<file path="src/rtl/pl1r_pkg.sv">
// PL1R shared definitions: decoder states and the
// framing constants shared with the preamble catcher.
package pl1r_pkg;

  typedef enum logic [1:0] {
    IDLE,
    RECV,
    PARITY,
    DONE
  } pl1r_state_e;

  localparam int PL1R_MIN_HIGH   = 7;
  localparam int PL1R_DATA_W     = 8;
  localparam int PL1R_BIT_CYCLES = 4;

endpackage

</file>
<file path="src/rtl/pl1r_bit_timer.sv">
// PL1R bit-window timer: cycle and bit counters that
// mark the sample point and the end of the last data bit.
module pl1r_bit_timer #(
  parameter int DATA_W     = 8,
  parameter int BIT_CYCLES = 4,
  parameter int SAMPLE_OFS = BIT_CYCLES / 2
) (
  input  logic i_clk,
  input  logic i_rst,
  input  logic i_clear,
  input  logic i_run,
  output logic o_sample_pt,
  output logic o_last_bit
);

  localparam int CW = $clog2(BIT_CYCLES);
  localparam int BW = $clog2(DATA_W + 1);

  localparam logic [CW-1:0] CYC_LAST = CW'(BIT_CYCLES - 1);
  localparam logic [CW-1:0] CYC_SMP  = CW'(SAMPLE_OFS);
  localparam logic [BW-1:0] BIT_MAX  = BW'(DATA_W);
  localparam logic [BW-1:0] BIT_LAST = BW'(DATA_W - 1);

  logic [CW-1:0] r_cyc_cnt;
  logic [BW-1:0] r_bit_cnt;
  logic          w_wrap;

  assign w_wrap = (r_cyc_cnt == CYC_LAST);

  always_ff @(posedge i_clk) begin
    if (i_rst || i_clear || !i_run) begin
      r_cyc_cnt <= '0;
      r_bit_cnt <= '0;
    end else if (w_wrap) begin
      r_cyc_cnt <= '0;
      if (r_bit_cnt != BIT_MAX)
        r_bit_cnt <= r_bit_cnt + BW'(1);
    end else begin
      r_cyc_cnt <= r_cyc_cnt + CW'(1);
    end
  end

  assign o_sample_pt = i_run && (r_cyc_cnt == CYC_SMP);
  assign o_last_bit  = i_run && w_wrap &&
                       (r_bit_cnt == BIT_LAST);

endmodule

</file>
<file path="src/rtl/pl1r_frame_decoder.sv">
// PL1R frame decoder: receives the MSB-first serial word plus
// even parity that follows a preamble and strobes the result.
module pl1r_frame_decoder
  import pl1r_pkg::*;
#(
  parameter int DATA_W     = PL1R_DATA_W,
  parameter int BIT_CYCLES = PL1R_BIT_CYCLES,
  parameter int SAMPLE_OFS = BIT_CYCLES / 2
) (
  input  logic              clk,
  input  logic              rst,
  input  logic              DigIn,
  input  logic              PL1R_got,
  output logic [DATA_W-1:0] frame_data,
  output logic              frame_valid,
  output logic              parity_err,
  output logic              frame_abort,
  output logic              busy
);

  pl1r_state_e       r_state;
  logic              r_pl1r_q;
  logic              r_rst_q;
  logic [DATA_W-1:0] r_shift;
  logic              r_par;

  logic w_edge;
  logic w_run;
  logic w_sample;
  logic w_last;

  // r_rst_q masks a level that was already high across reset
  assign w_edge = PL1R_got && !r_pl1r_q && !r_rst_q;
  assign w_run  = (r_state == RECV) || (r_state == PARITY);

  pl1r_bit_timer #(
    .DATA_W     (DATA_W),
    .BIT_CYCLES (BIT_CYCLES),
    .SAMPLE_OFS (SAMPLE_OFS)
  ) u_timer (
    .i_clk       (clk),
    .i_rst       (rst),
    .i_clear     (w_edge),
    .i_run       (w_run),
    .o_sample_pt (w_sample),
    .o_last_bit  (w_last)
  );

  always_ff @(posedge clk) begin
    if (rst) begin
      r_state     <= IDLE;
      r_pl1r_q    <= 1'b0;
      r_rst_q     <= 1'b1;
      r_shift     <= '0;
      r_par       <= 1'b0;
      frame_data  <= '0;
      frame_valid <= 1'b0;
      parity_err  <= 1'b0;
      frame_abort <= 1'b0;
      busy        <= 1'b0;
    end else begin
      r_rst_q     <= 1'b0;
      r_pl1r_q    <= PL1R_got;
      frame_valid <= 1'b0;
      parity_err  <= 1'b0;
      frame_abort <= 1'b0;
      if (w_edge) begin
        r_state     <= RECV;
        r_shift     <= '0;
        r_par       <= 1'b0;
        busy        <= 1'b1;
        frame_abort <= w_run;
      end else begin
        unique case (r_state)
          IDLE: begin
            busy <= 1'b0;
          end
          RECV: begin
            if (w_sample) begin
              r_shift <= {r_shift[DATA_W-2:0], DigIn};
              r_par   <= r_par ^ DigIn;
            end
            if (w_last)
              r_state <= PARITY;
          end
          PARITY: begin
            if (w_sample) begin
              r_state <= DONE;
              busy    <= 1'b0;
              r_par   <= r_par ^ DigIn;
              if (r_par ^ DigIn) begin
                parity_err <= 1'b1;
              end else begin
                frame_valid <= 1'b1;
                frame_data  <= r_shift;
              end
            end
          end
          DONE: begin
            r_state <= IDLE;
          end
        endcase
      end
    end
  end

endmodule

</file>
<file path="config.mk">
export PLATFORM = sky130hd
export DESIGN_NAME = pl1r_frame_decoder
export DESIGN_NICKNAME = d
export VERILOG_FILES = /design/src/rtl/pl1r_pkg.sv /design/src/rtl/pl1r_bit_timer.sv /design/src/rtl/pl1r_frame_decoder.sv
export SDC_FILE = /design/constraint.sdc
export NUM_CORES = 1
export LEC_CHECK = 0
export ABC_CLOCK_PERIOD_IN_PS = 2000
export BUFFER_PORTS_ARGS = -buffer_cell sky130_fd_sc_hd__clkbuf_2
export CORE_UTILIZATION = 50
export DETAILED_ROUTE_END_ITERATION = 8
export PLACE_DENSITY = 0.73
export SYNTH_ARGS = -nofsm -noshare
export SYNTH_HDL_FRONTEND = slang
export SYNTH_SLANG_ARGS = --single-unit
</file>
<file path="constraint.sdc">
create_clock -name clk -period 2 [get_ports clk]
set_clock_uncertainty 0.15 [all_clocks]
set_input_delay 0.4 -clock clk [delete_from_list [all_inputs] [get_ports clk]]
set_output_delay 0.4 -clock clk [all_outputs]
set_load 0.03 [all_outputs]
</file>
==> results of run 1 <==
## flip-flops by register name (all words and copies together) (netlist names), 2 cells and up
register,count
r_shift,8
u_timer.r_cyc_cnt,2
frame_data,8
r_state,2
u_timer.r_bit_cnt,4
## cell usage in the layout, fill, tap and decap left out, types with 2 or more instances in the layout
| cell type | n |
|---|---|
| a21boi_1 | 2 |
| a21oi_1 | 12 |
| and3_1 | 2 |
| buf_4 | 7 |
| clkbuf_2 | 15 |
| clkbuf_4 | 5 |
| clkbuf_8 | 2 |
| dfxtp_1 | 30 |
| ha_1 | 8 |
| inv_1 | 7 |
| mux2i_1 | 9 |
| nand2_1 | 3 |
| nand3_1 | 3 |
| nand3b_1 | 2 |
| nand4_1 | 9 |
| nor2_1 | 11 |
| nor3_1 | 6 |
| o21ai_0 | 4 |
| o31ai_1 | 8 |
| xor2_1 | 2 |
## metal layers
metal	part of all wire [%]	track usage (%)	up-vias
li1	-	-	549
met1	50	25.7	510
met2	46	31.9	21
met3	4.2	9.17	2
met4	0.31	6.41	0
met5	0	0	-
## path summary, 6_finish.rpt
check,start,cells past startpoint,to
setup / recovery,r_state[1],5,r_state[1]
hold / removal,PL1R_got,2,r_pl1r_q
setup reg to reg,r_state[1],5,r_state[1]
hold reg to reg,u_timer.r_cyc_cnt[0],1,u_timer.r_cyc_cnt[0]
## where the power goes
group          switching, µW  internal (µW)
combinational            267            236
clock                    202            207
sequential              26.1            654
total                    495           1100
## layout make-up
type	instances	area, µm²
fill	220	927
multi-input combinational	96	736
sequential	31	622
timing repair buffer	22	128
clock buffer	8	68.8
tap	30	37.5
inverter	7	26.3
## kinds of logic (layout without fill, tap and decap cells)
family	Yosys count	count (layout)	synth area share, %
AOI/OAI and AO/OA	29	29	13.6
xor gates and xnor gates	4	4	3.07
adders and majority gates	9	9	8.12
buffers and inverters	14	37	4.42
DFF	31	31	44.7
muxes	10	10	7.30
and+or+nand+nor	44	44	18.8
## timing repair
action	4_1_cts	5_1_grt
buffers inserted	0	0
setup endpoints to repair	0	9
gates resized for setup	0	5
## critical path: stages, from the launching register on
cell and delay (ps):
dfxtp_2 370, inv_1 100, ha_4 310, nand3b_4 100
a2111oi_4 370, mux2_1 350
## stage by stage
stage          utilization [%]  power (µW)
6_report                  63.6        1590
5_1_grt                   63.6        1700
4_1_cts                   62.3        1500
3_5_place_dp              59.6        1090
3_3_place_gp              59.6        1080
2_1_floorplan                -         987
==> summary.md, run 1 <==
| Metric | Value |
|---|---|
| Top cells by area, synth | `dfxtp_1, ha_1, mux2i_1` |
| DIE WIDTH | `between 50 and 60 µm` |
| Remaining DRCs | `0` |
| First-pass GRT wire length | `roughly 4300 µm` |
| Syn Nets | `154` |
| Area of the die | `2990 µm²` |
| Place WS | `33.0 ps` |
| Synth cell types | `34` |
| Core box area | `2540 µm²` |
| Post-CTS Hold Buffers | `0` |
| Pin count of the biggest net entering global routing | `16` |
| Tightest Pin Transition | `429 ps` |
| Detailed Place HPWL | `1830 µm` |
| Initial Util | `54.5%` |
| Worst-Skew Late Latency | `320 ps` |
| Root buffer cell | `clkbuf_4` |
| Share of the synthesized area in the top cell type | `44.7%` |
| Worst-path fanout max | `5` |
| HP Class | `input port to flip-flop` |
| WL per Instance | `13.5 µm` |
| Max_slew headroom | `a little under three quarters` |
| Clk slew on worst S/H paths | `90 ps` |
| Startpoint types | `flip-flop` |
| Synthesized flop and latch total | `31` |
| Post-synthesis cell area | `1390 µm²` |
| Fin Setup TNS | `0 ps` |
| Worst Path Arrival | `1910 ps` |
| Layout cells sized above 1 | `a little under a quarter` |
| Placed cell area | `around 1500 µm²` |
| Setup slack after layout | `approximately 150 ps` |
| Final instance area | `1620 µm²` |
| GRT Util Overall | `between 20% and 30%` |
| Worst R2R Setup Slack | `150 ps` |
| # clock sinks | `31` |
| Final Non-Filler Cells | `roughly 190` |
| CTS Buf Count | `5` |
| Final number of setup-violating endpoints | `0` |
| Nets | `176` |
| Tmin final | `around 1800 ps` |
| ANT nets after route | `0` |
| First DRT Iteration DRCs | `18` |
| Initial antenna violation count | `0` |
| Power Density | `984 nW/µm²` |
| Max-Cap Viols | `0` |
| Number of global-route vias before repair | `979` |
| H-Tree Depth | `2` |
| PortBufs | `15` |
| # IOs | `16` |
| Post-synth ARST share | `0%` |
| CTS max path bufs | `2` |
| Endpoints failing hold | `0` |
| Total congestion overflow | `0` |
| Area grow syn2layout | `16.6%` |
| Synth Instances | `~140` |
| Capturing element type of the critical path | `flip-flop` |
| RSZ-0062 raised after global routing | `no` |
| Vias | `between 1k and 1.5k` |
| GPL Wtd Cong | `0.765` |
| Syn avg cell area | `9.84 µm²` |
| Worst EP required | `2060 ps` |
| CP Class | `flip-flop to flip-flop` |
| Most common cell in the netlist | `dfxtp_1` |
| Site Rows | `18` |
| Router iterations before antenna repair | `4` |
| Sequential element share of the synthesized area | `between 40% and 50%` |
| Status | `finished, final reports clean` |
| Placed insts | `186` |
| N_diodes | `0` |
| Cell accounting for the most synthesized area | `dfxtp_1` |
| Most used DFF post-synth | `dfxtp_1` |
| Vias/cell | `5.58` |
| Tcrit/Tclk final | `92.3%` |
| VDD IR max | `0.793 mV` |
| Commonest cells in the netlist | `dfxtp_1, a21oi_1, nor2_1` |
| CTS tree | `built` |
| Pins Over Slew Limit | `0` |
| Final wirelength | `2610 µm` |
| Number of synthesized flops with an enable pin | `0` |
| Ys Warns | `0` |
| Leak | `between 0.0007 and 0.0008 µW` |
| Hold WS | `189 ps` |
| Fmax | `about 0.54 GHz` |
| Die Y | `54.7 µm` |
No activity file was read; power rests on OpenSTA's default activity.
==> run 2: changes to the inputs <==
--- a/config.mk
+++ b/config.mk
@@ -12,4 +12,5 @@
 export PLACE_DENSITY = 0.73
 export SYNTH_ARGS = -nofsm -noshare
 export SYNTH_HDL_FRONTEND = slang
+export SYNTH_HIERARCHICAL = 1
 export SYNTH_SLANG_ARGS = --single-unit
==> summary.md, run 2 <==
| Metric | Value |
|---|---|
| Status | `finished, final reports clean` |
| Synth Instances | `147` |
| Root buffer cell | `clkbuf_4` |
| Share of the synthesized area in the top cell type | `45.2%` |
| Fillers | `225` |
| Fmax | `0.531 GHz` |
| Largest family of logic cells by synthesized area | `simple AND/OR/NAND/NOR gates` |
| Post-CTS Hold Buffers | `0` |
| Clk slew on worst S/H paths | `about 90 ps` |
| Synth cell types | `30` |
| Post-synthesis mux area share | `a little under 6%` |
| Worst R2R Setup Slack | `between 100 and 150 ps` |
| Tightest Pin Transition | `419 ps` |
| CP Launch Point | `r_state[0]` |
| Final instance area | `roughly 1600 µm²` |
| Final wirelength | `around 2500 µm` |
| Initial antenna violation count | `0` |
| Tcrit/Tclk final | `94.2%` |
| Most common cell in the netlist | `dfxtp_1` |
| Area of the die | `approximately 3000 µm²` |
| # IOs | `16` |
| Remaining DRCs | `0` |
| GRT Util Overall | `20.3%` |
| Post-synthesis cell area | `about 1400 µm²` |
| WL per Instance | `12.3 µm` |
| Ys Warns | `6` |
| N_diodes | `0` |
| Pin count of the biggest net entering global routing | `17` |
| VDD IR max | `~0.54 mV` |
| Post-synth ARST share | `0%` |
| H-Tree Depth | `2` |
| Top flop regs | `frame_data (8), r_shift (8), u_timer/r_bit_cnt (4)` |
| Router iterations before antenna repair | `4` |
| Xor/xnor share of the synthesized area | `approximately 1.9%` |
| ANT nets after route | `0` |
| Cts repair resizes | `0` |
| First-pass GRT wire length | `approximately 4000 µm` |
| Leak | `approximately 0.0006 µW` |
| R2R Path Start | `r_state[0]` |
| Vias/cell | `5.24` |
| Vias | `roughly 1.1k` |
| Core box area | `about 2500 µm²` |
| Area grow syn2layout | `15.2%` |
| Pins Over Slew Limit | `0` |
| Most used DFF post-synth | `dfxtp_1` |
| Worst EP required | `2100 ps` |
| CP Class | `flip-flop to flip-flop` |
| Worst Path Arrival | `1990 ps` |
| Max_slew headroom | `72.0%` |
| Number of synthesized flops with an enable pin | `0` |
| Die Y | `54.4 µm` |
| Worst-path fanout max | `5` |
| Post-CTS setup buffer count | `0` |
| Final number of setup-violating endpoints | `0` |
| CTS Buf Count | `5` |
| Worst-Skew Late Latency | `around 320 ps` |
| GPL Wtd Cong | `0.801` |
| Initial Util | `54.0%` |
| Startpoint types | `flip-flop` |
| Post-synthesis simple-gate area fraction | `26.5%` |
| Syn Nets | `161` |
| Max-Cap Viols | `0` |
| Site Rows | `18` |
| HP Class | `input port to flip-flop` |
| Most common cell after layout, fill and taps aside | `dfxtp_1` |
| CTS tree | `built` |
| RR Endpoint | `r_state[1]` |
| Final Non-Filler Cells | `201` |
| DIE WIDTH | `54.4 µm` |
| Adder-cell share of the synthesized area | `9.11%` |
| R2R depth | `7` |
| Hold_sp | `rst` |
| Number of global-route vias before repair | `988` |
| Top cells by area, synth | `dfxtp_1, ha_1, nand2b_1` |
| Cell accounting for the most synthesized area | `dfxtp_1` |
| Nets | `185` |
| Total congestion overflow | `0` |
| PortBufs | `15` |
| Sequential element share of the synthesized area | `45.2%` |
| Hold WS | `142 ps` |
| CTS max path bufs | `2` |
| First DRT Iteration DRCs | `9` |
| Capturing element type of the critical path | `flip-flop` |
| End point of the worst hold path | `r_rst_q` |
| Placed insts | `194` |
| Synthesized flop and latch total | `31` |
| Tmin final | `1880 ps` |
| Commonest cells in the netlist | `dfxtp_1, nand2b_1, a21oi_1, nand2_1, ha_1` |
| Most frequent cells in the layout | `dfxtp_1, nand2b_1, clkbuf_2` |
| Endpoints failing hold | `0` |
| Layout cells sized above 1 | `around 20%` |
| Detailed Place HPWL | `1830 µm` |
| Power Density | `687 nW/µm²` |
| Placed cell area | `1520 µm²` |
| # clock sinks | `31` |
| WHS Path Cells | `1` |
| Synth Area in Compound Gates | `8.11%` |
| Syn avg cell area | `9.35 µm²` |
run 2: cell count changes in the layout (fill, tap and decap cells not counted), moves of 3 or more:
cell	change
nand2b_1	+17
nor2_1	-6
nor3_1	-3
nand2_1	+10
nand3_1	+6
o31ai_1	-6
nand4_1	-8
run 2: routing by layer:
| layer | GRT usage, % | share of wire (%) |
|---|---|---|
| met2 | 36.4 | 50 |
| met4 | 9.40 | 1.3 |
| met3 | 5.00 | 3.4 |
| met1 | 22.2 | 45 |
| met5 | 0 | 0 |
run 2: through the flow:
step	power, µW	utilization (%)	setup slack, ps	TNS [ps]
6_report	1090	62.2	115	0
3_5_place_dp	743	59.5	74.2	0
5_1_grt	1130	62.2	-4.38	-4.38
4_1_cts	1100	61.8	48.2	0
3_3_place_gp	738	59.5	168	0
2_1_floorplan	712	-	110	0
run 2: kinds of logic (layout without fill, tap and decap cells):
family | after synthesis | in the layout
AND/OR/NAND/NOR | 64 | 64
adder cells (fa/ha/maj) | 10 | 10
multiplexers | 8 | 8
XOR/XNOR | 3 | 3
buffers and inverters | 11 | 35
AO/OA/AOI/OAI | 20 | 20
flip-flops | 31 | 31
run 2: cell type report:
class                   instances  area, µm²  area share [%]
repair buffers                 22        131            8.30
multi-input cells             105        714            45.1
clock inverters                 1       5.00           0.316
inverters                       6       22.5            1.42
flip-flops and latches         31        621            39.2
clock buffers                   6       51.3            3.24
well taps                      30       37.5            2.37
run 2: where the power goes:
part / total [µW] / internal, µW / switching (µW)
Sequential: 631 / 627 / 4.86
Clock: 358 / 163 / 196
Combinational: 98.3 / 39.9 / 58.4
run 2: critical path, cell delays in order, from the launching register on:
cell     delay [ps]
dfxtp_1         330
inv_1            70
ha_1            360
nand2_1          80
nor3_2          130
nor2b_1          90
or4_1           460
a21oi_1         120
run 2: worst max-delay path by stage:
| stage | end | slack, ps |
|---|---|---|
| 4_1_cts | r_state[1] | 50 |
| 3_5_place_dp | r_state[1] | 70 |
| 6_report | r_state[1] | 120 |
| 2_1_floorplan | frame_data[0] | 110 |
| 3_3_place_gp | r_state[1] | 170 |
| 5_1_grt | r_state[1] | -4 |
==> run 3: changes to the inputs <==
--- a/config.mk
+++ b/config.mk
@@ -5,8 +5,9 @@
 export SDC_FILE = /design/constraint.sdc
 export NUM_CORES = 1
 export LEC_CHECK = 0
-export ABC_CLOCK_PERIOD_IN_PS = 2000
+export ABC_CLOCK_PERIOD_IN_PS = 1600
 export BUFFER_PORTS_ARGS = -buffer_cell sky130_fd_sc_hd__clkbuf_2
+export CAP_MARGIN = 20
 export CORE_UTILIZATION = 50
 export DETAILED_ROUTE_END_ITERATION = 8
 export PLACE_DENSITY = 0.73
==> constraint.sdc (replaced) <==
create_clock -name clk -period 1.6 [get_ports clk]
set_clock_uncertainty 0.15 [all_clocks]
set_input_delay 0.32 -clock clk [delete_from_list [all_inputs] [get_ports clk]]
set_output_delay 0.32 -clock clk [all_outputs]
set_load 0.03 [all_outputs]
==> summary.md, run 3 (synthesized netlist as in run 2, its figures left out) <==
| Metric | Value |
|---|---|
| Area of the multi-input gates | `833 µm²` |
| Pins Over Slew Limit | `0` |
| Max-Cap Viols | `0` |
| Worst-path fanout max | `4` |
| H-Tree Depth | `2` |
| CP Launch Point | `r_state[1]` |
| Hold_sp | `PL1R_got` |
| Router iterations before antenna repair | `4` |
| HP Class | `input port to flip-flop` |
| Status | `complete, but fails checks` |
| Remaining DRCs | `0` |
| CTS max path bufs | `2` |
| Capturing element type of the critical path | `flip-flop` |
| Worst Path Arrival | `1950 ps` |
| GRT Util Overall | `22.5%` |
| R2R Path Start | `r_state[1]` |
| Site Rows | `18` |
| WL per Instance | `14.7 µm` |
| End point of the worst hold path | `r_pl1r_q` |
| Clk slew on worst S/H paths | `about 100 ps` |
| First DRT Iteration DRCs | `16` |
| Worst-Skew Late Latency | `~340 ps` |
| CP Cell Sequence | `inv_2 > ha_4 > nand2_4 > nor3_4 > nor2b_1 > or4_1 > a21oi_2` |
| Placed cell area | `roughly 1700 µm²` |
| CTS tree | `built` |
| Most common cell after layout, fill and taps aside | `dfxtp_1` |
| # clock sinks | `31` |
| VDD IR max | `0.850 mV` |
| First-pass GRT wire length | `between 4000 and 5000 µm` |
| Max_slew headroom | `75.2%` |
| RR Endpoint | `r_state[1]` |
| Final number of setup-violating endpoints | `15` |
| N_diodes | `0` |
| Pin count of the biggest net entering global routing | `23` |
| Endpoints failing hold | `0` |
| Initial Util | `54.0%` |
| Setup slack after layout | `-226 ps` |
| Fmax | `0.548 GHz` |
| Vias/cell | `5.34` |
| Power Density | `847 nW/µm²` |
| Nets | `204` |
| Max incr delay on CP | `about 530 ps` |
| Worst EP required | `1730 ps` |
| Most frequent cells in the layout | `dfxtp_1, nand2b_1, buf_4` |
| PortBufs | `15` |
| # IOs | `16` |
| Worst R2R Setup Slack | `-230 ps` |
| Final wirelength | `around 3300 µm` |
| Placed insts | `205` |
| Initial antenna violation count | `0` |
| Top flop regs | `frame_data (8), r_shift (8), u_timer/r_bit_cnt (4)` |
| Place WS | `-132 ps` |
| CP delay by family, top | `simple AND/OR/NAND/NOR gates` |
| Slowest CP cell | `or4_1` |
| GPL Wtd Cong | `0.752` |
| Leak | `0.000763 µW` |
| Die Y | `54.4 µm` |
| Final Non-Filler Cells | `221` |
| Root buffer cell | `clkbuf_4` |
| Post-CTS Hold Buffers | `0` |
| Detailed Place HPWL | `roughly 2000 µm` |
| Cell depth of the worst setup path | `7` |
| Tightest Pin Transition | `371 ps` |
| Sequential Area | `627 µm²` |
| Total congestion overflow | `0` |
| Tot Pwr | `1640 µW` |
| R2R depth | `7` |
| RSZ-0062 raised after global routing | `yes` |
| Final instance area | `1940 µm²` |
| Tcrit/Tclk final | `114%` |
| Startpoint types | `flip-flop` |
| Failing checks | `setup timing` |
| Vias | `1180` |
| DIE WIDTH | `54.4 µm` |
| Number of global-route vias before repair | `approximately 1.1k` |
| Tmin final | `1830 ps` |
| CP Class | `flip-flop to flip-flop` |
| WHS Path Cells | `2` |
| ANT nets after route | `0` |
| Fillers | `159` |
| Layout cells sized above 1 | `42.4%` |
| Area grow syn2layout | `41.0%` |
| Area of the die | `just under 3000 µm²` |
| CP Buf/Inv Count | `1` |
| CTS Buf Count | `5` |
| Post-layout util | `76.1%` |
| Core box area | `around 2500 µm²` |
==> run 3: area by class of cell <==
cell class / instances / area share (%)
well taps: 30 / 1.94
multi-input cells: 105 / 43.0
flip-flops and latches: 31 / 32.4
inverters: 6 / 1.16
clock buffers: 6 / 2.65
repair buffers: 41 / 17.1
clock inverters: 2 / 1.81
==> run 3: metal layers <==
metal  part of all wire [%]  global-route usage, %
met2                     50                   38.4
met1                     43                   24.5
met5                      0                      0
met3                    3.9                   10.0
met4                    2.8                   7.69
==> run 3: stage by stage <==
stage | setup TNS, ps | hold slack (ps)
floorplan | -706 | 198
global placement | -55.3 | 304
detailed placement | -274 | 311
CTS | -291 | 46.6
global route | -2120 | 55.3
finish | -742 | 49.8
==> run 3: power breakdown <==
group          internal, µW  leakage [µW]  switching (µW)  total, µW
clock                   369     0.0000482             277        646
combinational          96.8      0.000462             106        202
sequential              785      0.000253            7.08        792
==> run 3: worst max-delay path by stage <==
stage	to	slack, ps
4_1_cts	r_state[1]	-190
2_1_floorplan	r_state[1]	-110
6_report	r_state[1]	-230
3_5_place_dp	r_state[1]	-130
5_1_grt	r_state[1]	-300
3_3_place_gp	r_state[1]	-60
==> run 3: worst register-to-register path: stages, from the launching register on <==
cell     delay, ps
dfxtp_2        350
inv_2           50
ha_4           290
nand2_4         60
nor3_4         120
nor2b_1         90
or4_1          530
a21oi_2        130
==> run 3: timing repair <==
item | in CTS | in global routing
endpoints found under the hold margin | 0 | 0
setup buffers | 1 | 7
resized for setup | 2 | 30
gates cloned | 0 | 0
pin swaps | 2 | 7
endpoints found under the setup margin | 10 | 20
